`config.mk`:
```
export PLATFORM = sky130hd
export DESIGN_NAME = pulse_cmd_decoder
export DESIGN_NICKNAME = d
export VERILOG_FILES = /design/src/rtl/pulse_cmd_pkg.sv /design/src/rtl/param_bank.sv /design/src/rtl/pulse_cmd_decoder.sv
export SDC_FILE = /design/constraint.sdc
export NUM_CORES = 1
export LEC_CHECK = 0
export ABC_AREA = 1
export BUFFER_PORTS_ARGS = -buffer_cell sky130_fd_sc_hd__buf_2
export CORE_UTILIZATION = 60
export CTS_BUF_LIST = sky130_fd_sc_hd__clkbuf_4
export DETAILED_ROUTE_END_ITERATION = 8
export PLACE_DENSITY_LB_ADDON = 0.08
export RECOVER_POWER = 100
export SYNTH_ARGS = -nofsm -noshare
export SYNTH_HDL_FRONTEND = slang
export SYNTH_SLANG_ARGS = --single-unit
```
`constraint.sdc`:
```
create_clock -name clk -period 8.8 [get_ports clk]
set_clock_uncertainty 0.15 [all_clocks]
set_input_delay 0 -clock clk [delete_from_list [all_inputs] [get_ports clk]]
set_output_delay 0 -clock clk [all_outputs]
set_load 0.01 [all_outputs]
```
`src/rtl/pulse_cmd_pkg.sv`:
```
// Shared definitions for the pulse command decoder.
// Holds the opcode map, response bytes, flag bit positions, the FSM state
// type and the opcode -> payload length lookup.
package pulse_cmd_pkg;

   localparam logic [7:0] OP_PER      = 8'h01;
   localparam logic [7:0] OP_P1WID    = 8'h02;
   localparam logic [7:0] OP_DEL      = 8'h03;
   localparam logic [7:0] OP_P2WID    = 8'h04;
   localparam logic [7:0] OP_CP       = 8'h05;
   localparam logic [7:0] OP_P_BL     = 8'h06;
   localparam logic [7:0] OP_P_BL_OFF = 8'h07;
   localparam logic [7:0] OP_FLAGS    = 8'h08;
   localparam logic [7:0] OP_COMMIT   = 8'h10;

   localparam logic [7:0] RESP_ACK = 8'h06;
   localparam logic [7:0] RESP_NAK = 8'h15;

   localparam int FLAG_PU = 0;
   localparam int FLAG_BL = 1;

   typedef enum logic {ST_IDLE, ST_PAYLOAD} state_t;

   // Payload bytes that follow an opcode. Zero means "no payload", which
   // covers both COMMIT and unknown opcodes; the caller tells them apart.
   function automatic logic [2:0] payload_len(input logic [7:0] op);
      case (op)
         OP_PER, OP_P1WID, OP_DEL, OP_P2WID: payload_len = 3'd4;
         OP_CP, OP_P_BL, OP_FLAGS:           payload_len = 3'd1;
         OP_P_BL_OFF:                        payload_len = 3'd2;
         default:                            payload_len = 3'd0;
      endcase
   endfunction

endpackage

```
`src/rtl/param_bank.sv`:
```
// Staging and active parameter registers.
// Ports: clk/resetn (sync, active low); wr_en/wr_sel/wr_data write one
// staging field selected by opcode (low bits of wr_data); commit_req copies
// every staging field into the active outputs on one edge and raises the
// one-cycle commit strobe alongside.
module param_bank
   import pulse_cmd_pkg::*;
#(
   parameter logic [31:0] PER_RST   = 32'd201000,
   parameter logic [31:0] P1WID_RST = 32'd30,
   parameter logic [31:0] DEL_RST   = 32'd200,
   parameter logic [31:0] P2WID_RST = 32'd60
) (
   input  logic        clk,
   input  logic        resetn,
   input  logic        wr_en,
   input  logic [7:0]  wr_sel,
   input  logic [31:0] wr_data,
   input  logic        commit_req,
   output logic [31:0] per,
   output logic [31:0] p1wid,
   output logic [31:0] del,
   output logic [31:0] p2wid,
   output logic [7:0]  cp,
   output logic [7:0]  p_bl,
   output logic [15:0] p_bl_off,
   output logic        pu,
   output logic        bl,
   output logic        commit
);

   logic [31:0] s_per, s_p1wid, s_del, s_p2wid;
   logic [7:0]  s_cp, s_p_bl;
   logic [15:0] s_p_bl_off;
   logic        s_pu, s_bl;

   always_ff @(posedge clk) begin
      if (!resetn) begin
         s_per <= PER_RST;   s_p1wid <= P1WID_RST;
         s_del <= DEL_RST;   s_p2wid <= P2WID_RST;
         s_cp  <= '0;        s_p_bl  <= '0;
         s_p_bl_off <= '0;   s_pu <= 1'b0;  s_bl <= 1'b0;
         per <= PER_RST;     p1wid <= P1WID_RST;
         del <= DEL_RST;     p2wid <= P2WID_RST;
         cp  <= '0;          p_bl  <= '0;
         p_bl_off <= '0;     pu <= 1'b0;    bl <= 1'b0;
         commit <= 1'b0;
      end else begin
         commit <= commit_req;
         if (wr_en) begin
            case (wr_sel)
               OP_PER:      s_per      <= wr_data;
               OP_P1WID:    s_p1wid    <= wr_data;
               OP_DEL:      s_del      <= wr_data;
               OP_P2WID:    s_p2wid    <= wr_data;
               OP_CP:       s_cp       <= wr_data[7:0];
               OP_P_BL:     s_p_bl     <= wr_data[7:0];
               OP_P_BL_OFF: s_p_bl_off <= wr_data[15:0];
               OP_FLAGS: begin
                  s_pu <= wr_data[FLAG_PU];
                  s_bl <= wr_data[FLAG_BL];
               end
               default: ;
            endcase
         end
         // Whole set moves together so the pulse stage never sees a mix.
         if (commit_req) begin
            per <= s_per;    p1wid <= s_p1wid;
            del <= s_del;    p2wid <= s_p2wid;
            cp  <= s_cp;     p_bl  <= s_p_bl;
            p_bl_off <= s_p_bl_off;
            pu <= s_pu;      bl <= s_bl;
         end
      end
   end

endmodule

```
`src/rtl/pulse_cmd_decoder.sv`:
```
// Byte-stream command decoder feeding the pulse generator.
// Ports: clk/resetn (sync, active low); rx_data/rx_valid byte strobe from
// the UART receiver; tx_data/tx_valid/tx_ready one-entry ACK/NAK response
// toward the UART transmitter; per..bl active parameters with commit strobe;
// err_cnt saturating count of NAKs, timeouts and overwritten responses.
module pulse_cmd_decoder
   import pulse_cmd_pkg::*;
#(
   parameter int          TIMEOUT_CYCLES = 120000,
   parameter logic [31:0] PER_RST        = 32'd201000,
   parameter logic [31:0] P1WID_RST      = 32'd30,
   parameter logic [31:0] DEL_RST        = 32'd200,
   parameter logic [31:0] P2WID_RST      = 32'd60
) (
   input  logic        clk,
   input  logic        resetn,
   input  logic [7:0]  rx_data,
   input  logic        rx_valid,
   output logic [7:0]  tx_data,
   output logic        tx_valid,
   input  logic        tx_ready,
   output logic [31:0] per,
   output logic [31:0] p1wid,
   output logic [31:0] del,
   output logic [31:0] p2wid,
   output logic [7:0]  cp,
   output logic [7:0]  p_bl,
   output logic [15:0] p_bl_off,
   output logic        pu,
   output logic        bl,
   output logic        commit,
   output logic [7:0]  err_cnt
);

   localparam int GW = $clog2(TIMEOUT_CYCLES);
   localparam logic [GW-1:0] GAP_LAST = GW'(TIMEOUT_CYCLES - 1);

   state_t         state_q, state_d;
   logic [1:0]     cnt_q, cnt_d;
   logic [23:0]    asm_q, asm_d;
   logic [7:0]     sel_q, sel_d;
   logic [GW-1:0]  gap_q, gap_d;
   logic           wr_en, commit_req, resp_new;
   logic [7:0]     resp_byte;
   logic [1:0]     err_inc;
   logic [8:0]     err_sum;

   always_comb begin
      state_d    = state_q;
      cnt_d      = cnt_q;
      asm_d      = asm_q;
      sel_d      = sel_q;
      gap_d      = gap_q;
      wr_en      = 1'b0;
      commit_req = 1'b0;
      resp_new   = 1'b0;
      resp_byte  = RESP_ACK;
      err_inc    = 2'd0;
      case (state_q)
         ST_IDLE: begin
            gap_d = '0;
            if (rx_valid) begin
               if (rx_data == OP_COMMIT) begin
                  commit_req = 1'b1;
                  resp_new   = 1'b1;
               end else if (payload_len(rx_data) != 3'd0) begin
                  state_d = ST_PAYLOAD;
                  cnt_d   = 2'(payload_len(rx_data) - 3'd1);
                  sel_d   = rx_data;
                  asm_d   = '0;
               end else begin
                  resp_new  = 1'b1;
                  resp_byte = RESP_NAK;
                  err_inc   = 2'd1;
               end
            end
         end
         ST_PAYLOAD: begin
            if (rx_valid) begin
               gap_d = '0;
               asm_d = {asm_q[15:0], rx_data};
               if (cnt_q == 2'd0) begin
                  wr_en    = 1'b1;
                  resp_new = 1'b1;
                  state_d  = ST_IDLE;
               end else begin
                  cnt_d = cnt_q - 2'd1;
               end
            end else if (gap_q == GAP_LAST) begin
               // Silent abort: staging untouched, no response byte.
               state_d = ST_IDLE;
               err_inc = 2'd1;
            end else begin
               gap_d = gap_q + 1'b1;
            end
         end
         default: state_d = ST_IDLE;
      endcase
      // Response still pending (not taken this cycle) gets clobbered.
      if (resp_new && tx_valid && !tx_ready) err_inc = err_inc + 2'd1;
   end

   assign err_sum = {1'b0, err_cnt} + {7'b0, err_inc};

   always_ff @(posedge clk) begin
      if (!resetn) begin
         state_q  <= ST_IDLE;
         cnt_q    <= '0;
         asm_q    <= '0;
         sel_q    <= '0;
         gap_q    <= '0;
         tx_valid <= 1'b0;
         tx_data  <= '0;
         err_cnt  <= '0;
      end else begin
         state_q <= state_d;
         cnt_q   <= cnt_d;
         asm_q   <= asm_d;
         sel_q   <= sel_d;
         gap_q   <= gap_d;
         err_cnt <= err_sum[8] ? 8'hFF : err_sum[7:0];
         if (resp_new) begin
            tx_valid <= 1'b1;
            tx_data  <= resp_byte;
         end else if (tx_valid && tx_ready) begin
            tx_valid <= 1'b0;
         end
      end
   end

   // Final payload byte is folded in combinationally so the staging write
   // lands on the edge that samples it.
   param_bank #(
      .PER_RST(PER_RST), .P1WID_RST(P1WID_RST),
      .DEL_RST(DEL_RST), .P2WID_RST(P2WID_RST)
   ) u_bank (
      .clk        (clk),
      .resetn     (resetn),
      .wr_en      (wr_en),
      .wr_sel     (sel_q),
      .wr_data    ({asm_q, rx_data}),
      .commit_req (commit_req),
      .per        (per),
      .p1wid      (p1wid),
      .del        (del),
      .p2wid      (p2wid),
      .cp         (cp),
      .p_bl       (p_bl),
      .p_bl_off   (p_bl_off),
      .pu         (pu),
      .bl         (bl),
      .commit     (commit)
   );

endmodule

```
Yosys cells after proc, flatten, opt, wreduce, memory -nomap -nowiden. Memories as Yosys holds them, arrays and structs flattened. Index checks and enable logic that the tools add are counted.

Bits in registers: 394. Bits in read-only memories: 96. Input port bits: 12. Output and inout bits: 180. Word-level logic and storage cells: 125. Memories kept: 2.

$add $sub $neg: 5. Equal/unequal tests: 16. Muxes and demuxes: 54. Bitwise gates (word level): 2. Reduce and logical (&&, ||, !) cells: 19.

Memory list: (name not given) (words 16, bits a word 3, rd ports 1, clocked after Yosys merged registers in 0, write ports 0, RTL line pulse_cmd_pkg.sv:27) `case (op)`; (name not given) (words 16, bits a word 3, rd ports 1, clocked after Yosys merged registers in 0, write ports 0, RTL line pulse_cmd_pkg.sv:27).

Operators with widths (number): $mux 24 (4); $pmux 24 s2 (1); $mux 17 (2); $pmux 17 s2 (1); $eq 8x3->1 const B (4); $mux 1 (22); $mux 2 (11); $mux 5 (4); $add 17x1->17 const B (1); $eq 17x17->1 const B (1); $eq 8x2->1 const B (2); $reduce_and 2->1 (8); $mux 3 (4); $ne 2x2->1 const B (5); $add 8x2->9 (1); $eq 8x1->1 const B (1); $eq 8x4->1 const B (1); $eq 8x5->1 const B (1); $mux 8 (1); $pmux 2 s2 (2); $reduce_and 4->1 (2); $reduce_and 5->1 (1); $logic_not 4->1 (1); $pmux 1 s2 (2); other kinds (9) (13).

Longest topological paths before layout. Gate-level depths: netlist (run 1).

Word-level depth: 15. Mapped depth: 24. Depth with buffers taken out: 24.

Modules after synthesis. A second synthesis (run 1) with hierarchy kept.

Cells, all modules: 2049. Area, all modules: 15268.4 um^2.

Modules (own cells, without submodules): param_bank (instances 1, cells each 1638, area an instance 12253.0 um^2, sequential area each 6506.2 um^2); pulse_cmd_decoder (instances 1, cells each 411, area an instance 3015.4 um^2, sequential area each 1281.2 um^2).

Worst setup path after synthesis (run 1). OpenSTA, ideal clock, no wires.

Path kind: in2reg. Start: input port rx_data[0]. End: register err_cnt[3]. Setup time: 56 ps. Arrival time: 2801 ps. Required time: 8594 ps. Setup slack: 5793 ps. Cell stages on the path: 24. Buffers on the path: 0. Cells stage by stage: inv_1 -> ha_1 -> ha_1 -> inv_1 -> nor2_1 -> nor2_1 -> nand2_1 -> nand2_1 -> nand2_1 -> nand2_1 -> inv_1 -> nor3_1 -> ha_1 -> ha_1 -> inv_1 -> fa_1 -> or2_2 -> nor2_1 -> nand2_1 -> nor2_1 -> nand2_1 -> o21ai_0 -> nand2_1 -> inv_1.

Word-level cells in the longest chain between the ends: 15. Elaborated cells between the ends (all ways): 21. Classes of those cells: 2 x add/sub; 1 x eq/ne; 14 x mux; 3 x reduce/logical; 1 x memory.

Ends and longest elaborated chain: from (decl) (RTL line pulse_cmd_decoder.sv:17) `input logic [7:0] rx_data,`; branches (longest 12 deep; another with $mem_v2 16x3); $mux 2 (*) (RTL line pulse_cmd_decoder.sv:100) `if (resp_new && tx_valid && !tx_ready) err_inc = err_inc + 2'd1;`; $add 8x2->9 (*) (RTL line pulse_cmd_decoder.sv:103) `assign err_sum = {1'b0, err_cnt} + {7'b0, err_inc};`; $mux 8 (*) (RTL line pulse_cmd_decoder.sv:121) `err_cnt <= err_sum[8] ? 8'hFF : err_sum[7:0];`; to (signal assigned) (RTL line pulse_cmd_decoder.sv:121); to (decl) (RTL line pulse_cmd_decoder.sv:32) `output logic [7:0] err_cnt`.

Every way passes the cells marked *. The select of a mux whose other input is x is not followed. A chain may end at the register's enable or synchronous reset.

Final worst setup path (run 1).
Start: register state_q. End: register u_bank.s_per[8].

Word-level cells in the longest chain between the ends: 2.

Ends and longest elaborated chain: from (decl) (RTL line pulse_cmd_decoder.sv:38) `state_t state_q, state_d;`; from (signal assigned) (RTL line pulse_cmd_decoder.sv:116) `state_q <= state_d;`; $mux 1 (RTL line pulse_cmd_decoder.sv:59) `case (state_q)`; $reduce_and 2->1 (no line); to (signal assigned) (RTL line param_bank.sv:52) `OP_PER: s_per <= wr_data;`; to (decl) (RTL line param_bank.sv:32) `logic [31:0] s_per, s_p1wid, s_del, s_p2wid;`.

No other way between the ends.

==> summary.md, run 1 <==
| Metric | Value |
|---|---|
| Run status | complete, but fails checks |
| Failing checks | max-capacitance violations, max-slew violations |
| Num ports | 192 |
| GR Overflow Total | 0 |
| Router iterations before antenna repair | 6 |
| Hold Violations, Final | 0 |
| Initial Utilization | 61.7% |
| TritonCTS clock tree | yes |
| Hold WS | 0.0513 ns |
| Die footprint | 25000 um^2 |
| Startpoint of the worst hold path | rx_data[2] |
| Pwr per Cell Area | 196 nW/um^2 |
| Clock-pin slew on the worst setup and hold paths | 0.06 ns |
| Worst hold path class | primary input to register |
| Highest clock rate | ~180 MHz |
| Number of cells on the worst reg-to-reg path | 7 |
| Yosys Warn Count | 0 |
| Input/output buffers | around 190 |
| Maximum level of the CTS H-tree | 3 |
| Yosys reg bits | 389 |
| Arrival time at the worst endpoint | 5.89 ns |
| Master cell of the clock root buffer | sky130_fd_sc_hd__clkbuf_4 |
| Final count of negative-setup-slack endpoints | 0 |
| Proportion of synthesized chip area in sequential cells | roughly 53% |
| Synth Flop Type | sky130_fd_sc_hd__dfxtp_1 |
| GRT busiest layer | met2 |
| Final wirelength | between 30 and 40 mm |
| Fraction of the core area covered by cells at the end of the flow | just under 70% |
| RD Place Congestion | 0.873 |
| Measured slew at the worst slew-check pin | 3.20 ns |
| Fillers | 2178 |
| Max Cap Violations | 5 |
| Setup TNS Final | 0 ns |
| Horizontal die dimension | 158 um |
| Overall power of the completed layout | between 0.003 and 0.004 W |
| Required time of the critical path | 9.25 ns |
| Register-to-register setup slack | 3.35 ns |
| Average instance area after synthesis | 7.60 um^2 |
| Drt wl/cell | 14.9 um |
| Count of flip-flops with a built-in enable after synthesis | 0 |
| Hold path cells | 4 |
| Initial antenna violation count | 1 |
| Global routing met1 resource utilization | 40.1% |
| Met3 usage | under 10% |
| Post-cts gate resize count | 0 |
| Clock Sink Count | 389 |
| Setup CP Type | register to register |
| IR drop worst, VDD | 0.000115 V |
| Tmin final | 5.45 ns |
| Post-detailed-route via-to-cell ratio | roughly 5.3 |
| Cell count after synthesis | 1921 |
| Critical-path maximum fanout | 74 |
| Overall track demand over capacity in global routing | 29.4% |
| Final #Nets | around 2100 |
| Normalized max-slew margin | -113% |
| Ratio of cells with drive above 1 in the final layout | 7.99% |
| Count of different cell masters after synthesis | 40 |
| Buffers from clock root to sink, at most | 3 |
| Area growth from synthesis to layout | 12.2% |
| Hold endpoint | asm_q[2] |
| Post-detail-place hpwl | 23.5 mm |
| Worst slack after detailed placement | 5.16 ns |
| Post-route DRC violation count | 0 |
| Placeable Area | between 20000 and 25000 um^2 |
| Drt first-iter violations | 1015 |
| Setup slack of the critical path after layout | about 3.4 ns |
| Clock latency reported for the late side of the worst-skew pair | 0.71 ns |
| Type of origin of the critical path | register |
| Number of global-route vias before repair | 12000 |
| Overall die height | 158 um |
| Grt met2 use | 45.2% |
| Post-synthesis instance area | 14600 um^2 |
| Static leakage | around 6.4 nW |
| Count of antenna-violating nets left after detailed routing | 0 |
| Startpoint of the worst register-to-register path | state_q |
| Share of the clock period used by the worst path | approximately 62% |
| Total clock buffers created by CTS | between 90 and 100 |
| Unrepaired setup endpoints after global routing | false |
| Capture point of the worst reg-to-reg path | u_bank.s_per[8] |
| Critical Path Sink Type | register |
| Global-route wire length before repair | 58.4 mm |
| Number of buffers added to fix hold violations after cts | 12 |
| Row count | 56 |
| Post-CTS setup buffer count | 0 |
| Asr flop ratio synth | 0% |
| Pin count of the biggest net entering global routing | 189 |
| Number of max-slew violations in the final report | 304 |
| Vias after detailed routing | between 10000 and 15000 |
-- synth_stat cells (2+ instances only) --
cell,n,area [um^2]
sky130_fd_sc_hd__a211oi_1,32,240
sky130_fd_sc_hd__a21oi_1,95,475
sky130_fd_sc_hd__and3_1,3,18.8
sky130_fd_sc_hd__buf_1,4,15.0
sky130_fd_sc_hd__buf_2,40,200
sky130_fd_sc_hd__buf_4,13,97.6
sky130_fd_sc_hd__clkbuf_1,67,251
sky130_fd_sc_hd__dfxtp_1,389,7790
sky130_fd_sc_hd__ha_1,7,87.6
sky130_fd_sc_hd__inv_1,114,428
sky130_fd_sc_hd__inv_2,7,26.3
sky130_fd_sc_hd__nand2_1,260,976
sky130_fd_sc_hd__nand3_1,111,556
sky130_fd_sc_hd__nand3b_1,4,30.0
sky130_fd_sc_hd__nand4_1,12,75.1
sky130_fd_sc_hd__nor2_1,503,1890
sky130_fd_sc_hd__nor2_2,10,62.6
sky130_fd_sc_hd__nor2_4,2,22.5
sky130_fd_sc_hd__nor3_1,23,115
sky130_fd_sc_hd__nor4_4,2,42.5
sky130_fd_sc_hd__o211ai_1,8,60.1
sky130_fd_sc_hd__o21ai_0,187,936
sky130_fd_sc_hd__o21ai_1,7,35.0
sky130_fd_sc_hd__or2_2,5,31.3
-- area by class of cell --
type / instances / area [um^2] / share of cell area, %
timing repair buffer: 208 / 896 / 5.46
tap: 319 / 399 / 2.43
inverter: 122 / 463 / 2.82
clock buffer: 125 / 938 / 5.72
antenna: 1 / 2.50 / 0.0153
sequential: 389 / 7790 / 47.5
clock inverter: 23 / 116 / 0.710
multi-input combinational: 1287 / 5790 / 35.3
-- through the flow --
step           instance area, um^2  instances
2_1_floorplan                14600       1924
3_3_place_gp                 15500       2313
3_5_place_dp                 15500       2313
4_1_cts                      16600       2473
5_1_grt                      16400       2474
6_report                     16400       2474
-- layer usage --
metal | wire [um] | vias up | share of wire, %
li1 | - | 6568 | -
met1 | 17000 | 6055 | 46
met2 | 16300 | 457 | 44
met3 | 2510 | 77 | 6.8
met4 | 1130 | 0 | 3.1
met5 | 0 | - | 0
-- worst max-delay path by stage --
| stage | from | depth (start not counted) | endpoint | slack [ns] |
|---|---|---|---|---|
| floorplan | rx_data[0] | 24 | err_cnt[3] | 5.79 |
| global placement | rx_data[0] | 25 | err_cnt[3] | 5.26 |
| detailed placement | rx_data[0] | 25 | err_cnt[3] | 5.16 |
| CTS | rx_data[0] | 26 | err_cnt[3] | 5.38 |
| global route | state_q | 7 | u_bank.s_per[17] | 2.82 |
| finish | state_q | 7 | u_bank.s_per[8] | 3.35 |
-- state kept, by name (all words and copies together), names as in the netlist, 2 cells and up --
register	flops
err_cnt	8
u_bank.p1wid	32
cnt_q	2
sel_q	8
u_bank.per	32
u_bank.s_per	32
u_bank.p2wid	32
asm_q	24
u_bank.s_del	32
u_bank.s_p_bl_off	16
u_bank.p_bl_off	16
u_bank.s_p2wid	32
u_bank.p_bl	8
u_bank.del	32
tx_data	3
gap_q	17
u_bank.s_p1wid	32
u_bank.s_p_bl	8
u_bank.cp	8
u_bank.s_cp	8
-- worst max-delay path, cell delays in order, from the launching register on --
cell and delay (ns):
sky130_fd_sc_hd__dfxtp_1 0.54, sky130_fd_sc_hd__nand3_1 0.30, sky130_fd_sc_hd__clkinv_1 0.09, sky130_fd_sc_hd__clkbuf_1 2.24
sky130_fd_sc_hd__nand2_1 0.71, sky130_fd_sc_hd__inv_1 1.02, sky130_fd_sc_hd__nand2_1 0.10, sky130_fd_sc_hd__nand3_1 0.12
-- cell families (layout without fill, tap and decap cells) --
family                     count (synthesis)  count (layout)  synth area share, %
buffers and inverters                    248             478                 7.11
adders and majority gates                  8               8                0.737
DFF                                      389             389                 53.3
and+or+nand+nor                          943             943                 26.7
xor gates and xnor gates                   1               1               0.0600
other                                      1               5               0.0257
AOI/OAI and AO/OA                        331             331                 12.1
-- where the power goes --
part / switching, W / internal (W)
Clock: 0.000671 / 0.000679
Combinational: 0.0000724 / 0.0000272
Sequential: 0.00000407 / 0.00177
Total: 0.000748 / 0.00247
-- cells in the final DEF (no fill, tap or decap), types with 2 or more instances in the layout --
master,instances
sky130_fd_sc_hd__nand3b_1,4
sky130_fd_sc_hd__clkinv_1,21
sky130_fd_sc_hd__a211oi_1,32
sky130_fd_sc_hd__nor4_4,3
sky130_fd_sc_hd__inv_1,115
sky130_fd_sc_hd__o21ai_0,194
sky130_fd_sc_hd__clkbuf_4,125
sky130_fd_sc_hd__clkbuf_1,181
sky130_fd_sc_hd__nor2_2,10
sky130_fd_sc_hd__nand2_1,261
sky130_fd_sc_hd__conb_1,4
sky130_fd_sc_hd__nand4_1,12
sky130_fd_sc_hd__ha_1,7
sky130_fd_sc_hd__nor2_1,503
sky130_fd_sc_hd__nor3_1,23
sky130_fd_sc_hd__buf_4,5
sky130_fd_sc_hd__buf_2,9
sky130_fd_sc_hd__o211ai_1,8
sky130_fd_sc_hd__inv_2,6
sky130_fd_sc_hd__nand3_1,111
sky130_fd_sc_hd__a21oi_1,95
sky130_fd_sc_hd__dlygate4sd3_1,12
sky130_fd_sc_hd__nor2_4,2
sky130_fd_sc_hd__dfxtp_1,389
sky130_fd_sc_hd__or2_2,5
sky130_fd_sc_hd__and3_1,3
Power figures use the tool's default switching activity.
==> inputs of run 2 (changes only) <==
- CORE_UTILIZATION: 60 -> 54
- clock period: 8.8 -> 4.85 ns (I/O delays scaled with it)
==> run 2 against run 1 <==
Compared with the run above: the flow finishes with violations (design-rule violations, max-capacitance violations, max-slew violations); critical endpoint is now u_bank.s_p_bl_off[12]; via count shrank 0.38%; sequential power is 81% higher; first-iteration DRC count up 11%; die area is 11% higher; wire length up 2.5%; sequential cell count is the same; register-to-register slack got worse by 2.4 ns.
==> summary.md, run 2 (synthesis results as in run 1) <==
| Metric | Value |
|---|---|
| Most frequent standard cell in the layout excluding fill and tap cells | sky130_fd_sc_hd__nor2_1 |
| Initial antenna violation count | 1 |
| Drt wl/cell | 15.1 um |
| Highest clock rate | 255 MHz |
| Initial Utilization | between 50% and 60% |
| Required time of the critical path | 5.33 ns |
| Total clock buffers created by CTS | 98 |
| Type of origin of the critical path | register |
| RD Place Congestion | ~0.88 |
| Critical Path Sink Type | register |
| Most frequent cells in the layout | sky130_fd_sc_hd__nor2_1, sky130_fd_sc_hd__dfxtp_1, sky130_fd_sc_hd__nand2_1 |
| IR drop worst, VDD | 0.000210 V |
| Clock latency reported for the late side of the worst-skew pair | approximately 0.73 ns |
| Measured slew at the worst slew-check pin | 2.51 ns |
| Worst slack after detailed placement | 1.18 ns |
| Worst hold path class | primary input to register |
| Post-route DRC violation count | 16 |
| Share of the clock period used by the worst path | between 80% and 90% |
| Area post-placement | between 15000 and 20000 um^2 |
| GR Overflow Total | 0 |
| Overall die height | 166 um |
| Fillers | between 2000 and 3000 |
| Setup TNS Final | 0 ns |
| Master cell of the clock root buffer | sky130_fd_sc_hd__clkbuf_4 |
| Run status | complete, but fails checks |
| Row count | 59 |
| Critical-path maximum fanout | 17 |
| Setup slack of the critical path after layout | 0.926 ns |
| Count of antenna-violating nets left after detailed routing | 0 |
| Clock Sink Count | 389 |
| Final count of negative-setup-slack endpoints | 0 |
| Post-detail-place hpwl | 24.2 mm |
| Final wirelength | roughly 38 mm |
| Die footprint | roughly 28000 um^2 |
| Setup CP Type | register to register |
| Vias after detailed routing | 13100 |
| Ratio of cells with drive above 1 in the final layout | 8.89% |
| Normalized max-slew margin | -68.6% |
| Fraction of the core area covered by cells at the end of the flow | 63.1% |
| Met3 usage | 5.47% |
| Global-route wire length before repair | a little over 60 mm |
| Post-cts gate resize count | 0 |
| Area growth from synthesis to layout | 13.5% |
| Pwr per Cell Area | 364 nW/um^2 |
| Max Cap Violations | 7 |
| Hold Violations, Final | 0 |
| Router iterations before antenna repair | 8 |
| Buffers from clock root to sink, at most | 3 |
| Tmin final | 3.92 ns |
| Global routing met1 resource utilization | 37.6% |
| Number of global-route vias before repair | ~12000 |
| Horizontal die dimension | 166 um |
| Clock-pin slew on the worst setup and hold paths | 0.06 ns |
| Arrival time at the worst endpoint | approximately 4.4 ns |
| Number of max-slew violations in the final report | 356 |
| Failing checks | design-rule violations, max-capacitance violations, max-slew violations |
| Final #Nets | 2133 |
| Grt met2 use | 41.0% |
| Drt first-iter violations | 1122 |
| Static leakage | 6.53 nW |
| Input/output buffers | 187 |
| Post-detailed-route via-to-cell ratio | 5.22 |
| Number of buffers added to fix hold violations after cts | 16 |
| GRT busiest layer | met2 |
| Maximum level of the CTS H-tree | 3 |
| Unrepaired setup endpoints after global routing | false |
| TritonCTS clock tree | yes |
| Pin count of the biggest net entering global routing | 155 |
| Finished layout cell area | 16600 um^2 |
| Post-CTS setup buffer count | 0 |
| Num ports | 192 |
| Overall track demand over capacity in global routing | 27.2% |
| Placeable Area | 26300 um^2 |
[run 2: where the power goes]
group | leakage, nW | internal, W | switching, W
combinational | 2.70 | 0.0000513 | 0.000131
sequential | 3.13 | 0.00320 | 0.00000766
clock | 0.701 | 0.00139 | 0.00126
[run 2: area by class of cell]
type                       count  area [um^2]  share of cell area, %
tap                          335          419                   2.53
inverter                     122          463                   2.79
clock buffer                 143         1070                   6.47
multi-input combinational   1287         5770                   34.8
antenna                        5         12.5                 0.0755
timing repair buffer         215          951                   5.73
clock inverter                16          105                  0.634
sequential                   389         7790                   47.0
[run 2: final timing paths]
check                                      start                    end  slack (ns)  depth (start not counted)
worst min register to register  u_bank.s_del[30]         u_bank.del[30]        0.29                          2
worst min-delay path                  rx_data[4]               asm_q[4]        0.08                          4
worst max-delay path                    sel_q[0]  u_bank.s_p_bl_off[12]        0.93                          5
worst max register to register          sel_q[0]  u_bank.s_p_bl_off[12]        0.93                          5
[run 2: stage by stage]
step | power, W | instances | hold WS (ns)
after global routing | 0.00630 | 2512 | 0.0327
after detailed placement | 0.00346 | 2332 | 0.192
after global placement | 0.00345 | 2332 | 0.173
after floorplan | 0.00340 | 1924 | -0.0368
final | 0.00604 | 2512 | 0.0830
after CTS | 0.00611 | 2507 | 0.00900
[run 2: worst max-delay path: stages, from the launching register on]
cell	delay, ns
sky130_fd_sc_hd__dfxtp_1	0.42
sky130_fd_sc_hd__inv_1	0.15
sky130_fd_sc_hd__nor4_1	1.99
sky130_fd_sc_hd__and2_0	0.88
sky130_fd_sc_hd__nor2_1	0.12
sky130_fd_sc_hd__nor2_2	0.10
[run 2: per-layer routing]
layer	vias up	wire length [um]
li1	6596	-
met1	5954	17500
met2	468	16400
met3	89	2700
met4	0	1230
met5	-	0
==> inputs of run 3 (changes only) <==
- clock period: 4.85 -> 3.6 ns (I/O delays scaled with it)
==> run 3 against run 2 <==
Compared with the run above: the run still ends with design-rule violations, max-capacitance violations, max-slew violations left; utilization increased by 0.38 points; setup slack lost 0.66 ns; first-iteration DRC count shrank 15%; sequential share of layout area shrank 0.28 points; worst hold slack worse by 0.037 ns; count of clock-buffer cells in the layout decreased by 4; wire length is 3.2% higher; sequential power rose by 35%; global-route usage rose by 0.67 points; critical path depth rose by 21.
==> summary.md, run 3 (synthesis results as in run 1) <==
| Metric | Value |
|---|---|
| Normalized max-slew margin | -30.8% |
| Hold endpoint | u_bank.s_del[5] |
| IR drop worst, VDD | just under 0.0003 V |
| Drt first-iter violations | between 900 and 1000 |
| Num ports | 192 |
| Most frequent standard cell in the layout excluding fill and tap cells | sky130_fd_sc_hd__nor2_1 |
| Area growth from synthesis to layout | 14.2% |
| Hold Violations, Final | 0 |
| Unrepaired setup endpoints after global routing | false |
| Run status | complete, but fails checks |
| Setup slack of the critical path after layout | 0.269 ns |
| Worst hold path class | primary input to register |
| Worst slack after detailed placement | 0.0428 ns |
| Global-route wire length before repair | between 60 and 70 mm |
| Arrival time at the worst endpoint | about 3.8 ns |
| Setup CP Type | primary input to register |
| Total clock buffers created by CTS | 94 |
| Capture point of the worst reg-to-reg path | u_bank.s_p2wid[7] |
| Area taken by flip-flops and latches | 7790 um^2 |
| Tmin final | 3.33 ns |
| Router iterations before antenna repair | 7 |
| Number of max-slew violations in the final report | 97 |
| Most frequent cells in the layout | sky130_fd_sc_hd__nor2_1, sky130_fd_sc_hd__dfxtp_1, sky130_fd_sc_hd__nand2_1 |
| Area of combinational cells with multiple inputs | between 5000 and 6000 um^2 |
| Startpoint of the worst hold path | rx_data[5] |
| Horizontal die dimension | 166 um |
| Overall track demand over capacity in global routing | 27.9% |
| Static leakage | 6.57 nW |
| Vias after detailed routing | ~13000 |
| Highest clock rate | 300 MHz |
| Initial antenna violation count | 1 |
| Post-detailed-route via-to-cell ratio | 5.23 |
| Maximum level of the CTS H-tree | 3 |
| Input/output buffers | between 150 and 200 |
| Number of cells on the worst reg-to-reg path | 6 |
| Row count | 59 |
| Final #Nets | 2139 |
| Master cell of the clock root buffer | sky130_fd_sc_hd__clkbuf_4 |
| Share of the clock period used by the worst path | 92.5% |
| Buffers from clock root to sink, at most | 3 |
| Setup TNS Final | 0 ns |
| Clock Sink Count | 389 |
| Pin count of the biggest net entering global routing | 183 |
| Die footprint | 27700 um^2 |
| Register-to-register setup slack | 0.32 ns |
| Number of global-route vias before repair | 12200 |
| Max Cap Violations | 2 |
| Failing checks | design-rule violations, max-capacitance violations, max-slew violations |
| Initial Utilization | ~56% |
| Final count of negative-setup-slack endpoints | 0 |
| Count of antenna-violating nets left after detailed routing | 0 |
| Hold path cells | 4 |
| Clock latency reported for the late side of the worst-skew pair | 0.74 ns |
| Post-CTS setup buffer count | 0 |
| Startpoint of the worst register-to-register path | state_q |
| Ratio of cells with drive above 1 in the final layout | a little over 9% |
| Final wirelength | about 39 mm |
| Fillers | 2529 |
| Required time of the critical path | 4.10 ns |
| Post-route DRC violation count | 16 |
| Critical Path Sink Type | register |
| TritonCTS clock tree | yes |
| Type of origin of the critical path | primary input |
| Clock-pin slew on the worst setup and hold paths | roughly 0.070 ns |
| Pwr per Cell Area | about 490 nW/um^2 |
| Drt wl/cell | 15.5 um |
| Critical-path maximum fanout | 7 |
| Placeable Area | roughly 26000 um^2 |
| RD Place Congestion | just under 0.9 |
| GR Overflow Total | 0 |
| Measured slew at the worst slew-check pin | 1.96 ns |
| Overall die height | 166 um |
| Post-detail-place hpwl | 24.5 mm |
run 3: cell count changes in the layout (fill, tap and decap cells not counted), sizes merged:
cell / before / now
clkinv: 12 / 15
diode: 5 / 1
clkbuf: 328 / 324
dlygate4sd3: 16 / 19
clkinvlp: 3 / 2
buf: 14 / 21
run 3: power breakdown:
part           total, W  switching (W)  internal [W]
clock           0.00354        0.00171       0.00183
combinational  0.000249       0.000178     0.0000709
sequential      0.00433      0.0000101       0.00431
total           0.00811        0.00190       0.00621
run 3: worst max path at each step:
| stage | end | start | cells after the start |
|---|---|---|---|
| 6_report | err_cnt[3] | rx_data[1] | 26 |
| 5_1_grt | err_cnt[3] | rx_data[1] | 26 |
| 4_1_cts | err_cnt[3] | rx_data[1] | 26 |
| 3_5_place_dp | err_cnt[5] | rx_data[1] | 25 |
| 3_3_place_gp | err_cnt[3] | rx_data[1] | 25 |
| 2_1_floorplan | err_cnt[3] | rx_data[0] | 24 |
run 3: layer usage:
metal  track usage, %  up-vias  routed length (um)
li1                 -     6610                   -
met1             38.4     6057               18300
met2             43.1      422               17100
met3             5.09       80                2490
met4             11.6        0                1170
met5                0        -                   0
run 3: timing repair:
| item | in CTS | in global routing |
|---|---|---|
| endpoints found under the hold margin | 218 | 0 |
| hold buffers | 19 | 0 |
| endpoints found under the setup margin | 0 | 6 |
| gates resized for setup | 0 | 4 |
run 3: layout make-up:
type,instances,area share [%]
antenna,1,0.0150
sequential,389,46.7
clock inverter,18,0.675
tap,335,2.51
inverter,122,2.77
clock buffer,139,6.26
timing repair buffer,225,6.32
multi-input combinational,1287,34.8
run 3: metrics by stage:
step	instance area [um^2]	power [W]	hold slack, ns	cells	utilization (%)
floorplan	14600	0.00458	-0.0368	1924	-
global placement	15600	0.00466	0.177	2339	59.4
detailed placement	15600	0.00466	0.190	2339	59.4
CTS	16900	0.00819	0.0131	2515	64.5
global route	16700	0.00844	0.0370	2516	63.5
finish	16700	0.00811	0.0462	2516	63.5
run 3: worst max-delay path, cell delays in order:
cell	delay, ns
sky130_fd_sc_hd__dlygate4sd3_1	0.53
sky130_fd_sc_hd__clkbuf_4	0.21
sky130_fd_sc_hd__inv_1	0.09
sky130_fd_sc_hd__ha_1	0.21
sky130_fd_sc_hd__ha_1	0.27
sky130_fd_sc_hd__inv_1	0.06
sky130_fd_sc_hd__nor2_1	0.03
sky130_fd_sc_hd__nor2_1	0.10
sky130_fd_sc_hd__nand2_1	0.08
sky130_fd_sc_hd__nand2_1	0.09
sky130_fd_sc_hd__nand2_1	0.05
sky130_fd_sc_hd__nand2_1	0.13
sky130_fd_sc_hd__inv_1	0.07
sky130_fd_sc_hd__nor3_1	0.14
sky130_fd_sc_hd__ha_1	0.15
sky130_fd_sc_hd__ha_1	0.15
sky130_fd_sc_hd__inv_1	0.06
sky130_fd_sc_hd__fa_1	0.38
sky130_fd_sc_hd__or2_2	0.33
sky130_fd_sc_hd__nor2_2	0.12
sky130_fd_sc_hd__nand2_1	0.11
sky130_fd_sc_hd__nor2_2	0.14
sky130_fd_sc_hd__nand2_2	0.11
sky130_fd_sc_hd__o21ai_0	0.09
sky130_fd_sc_hd__nand2_1	0.06
sky130_fd_sc_hd__inv_1	0.07
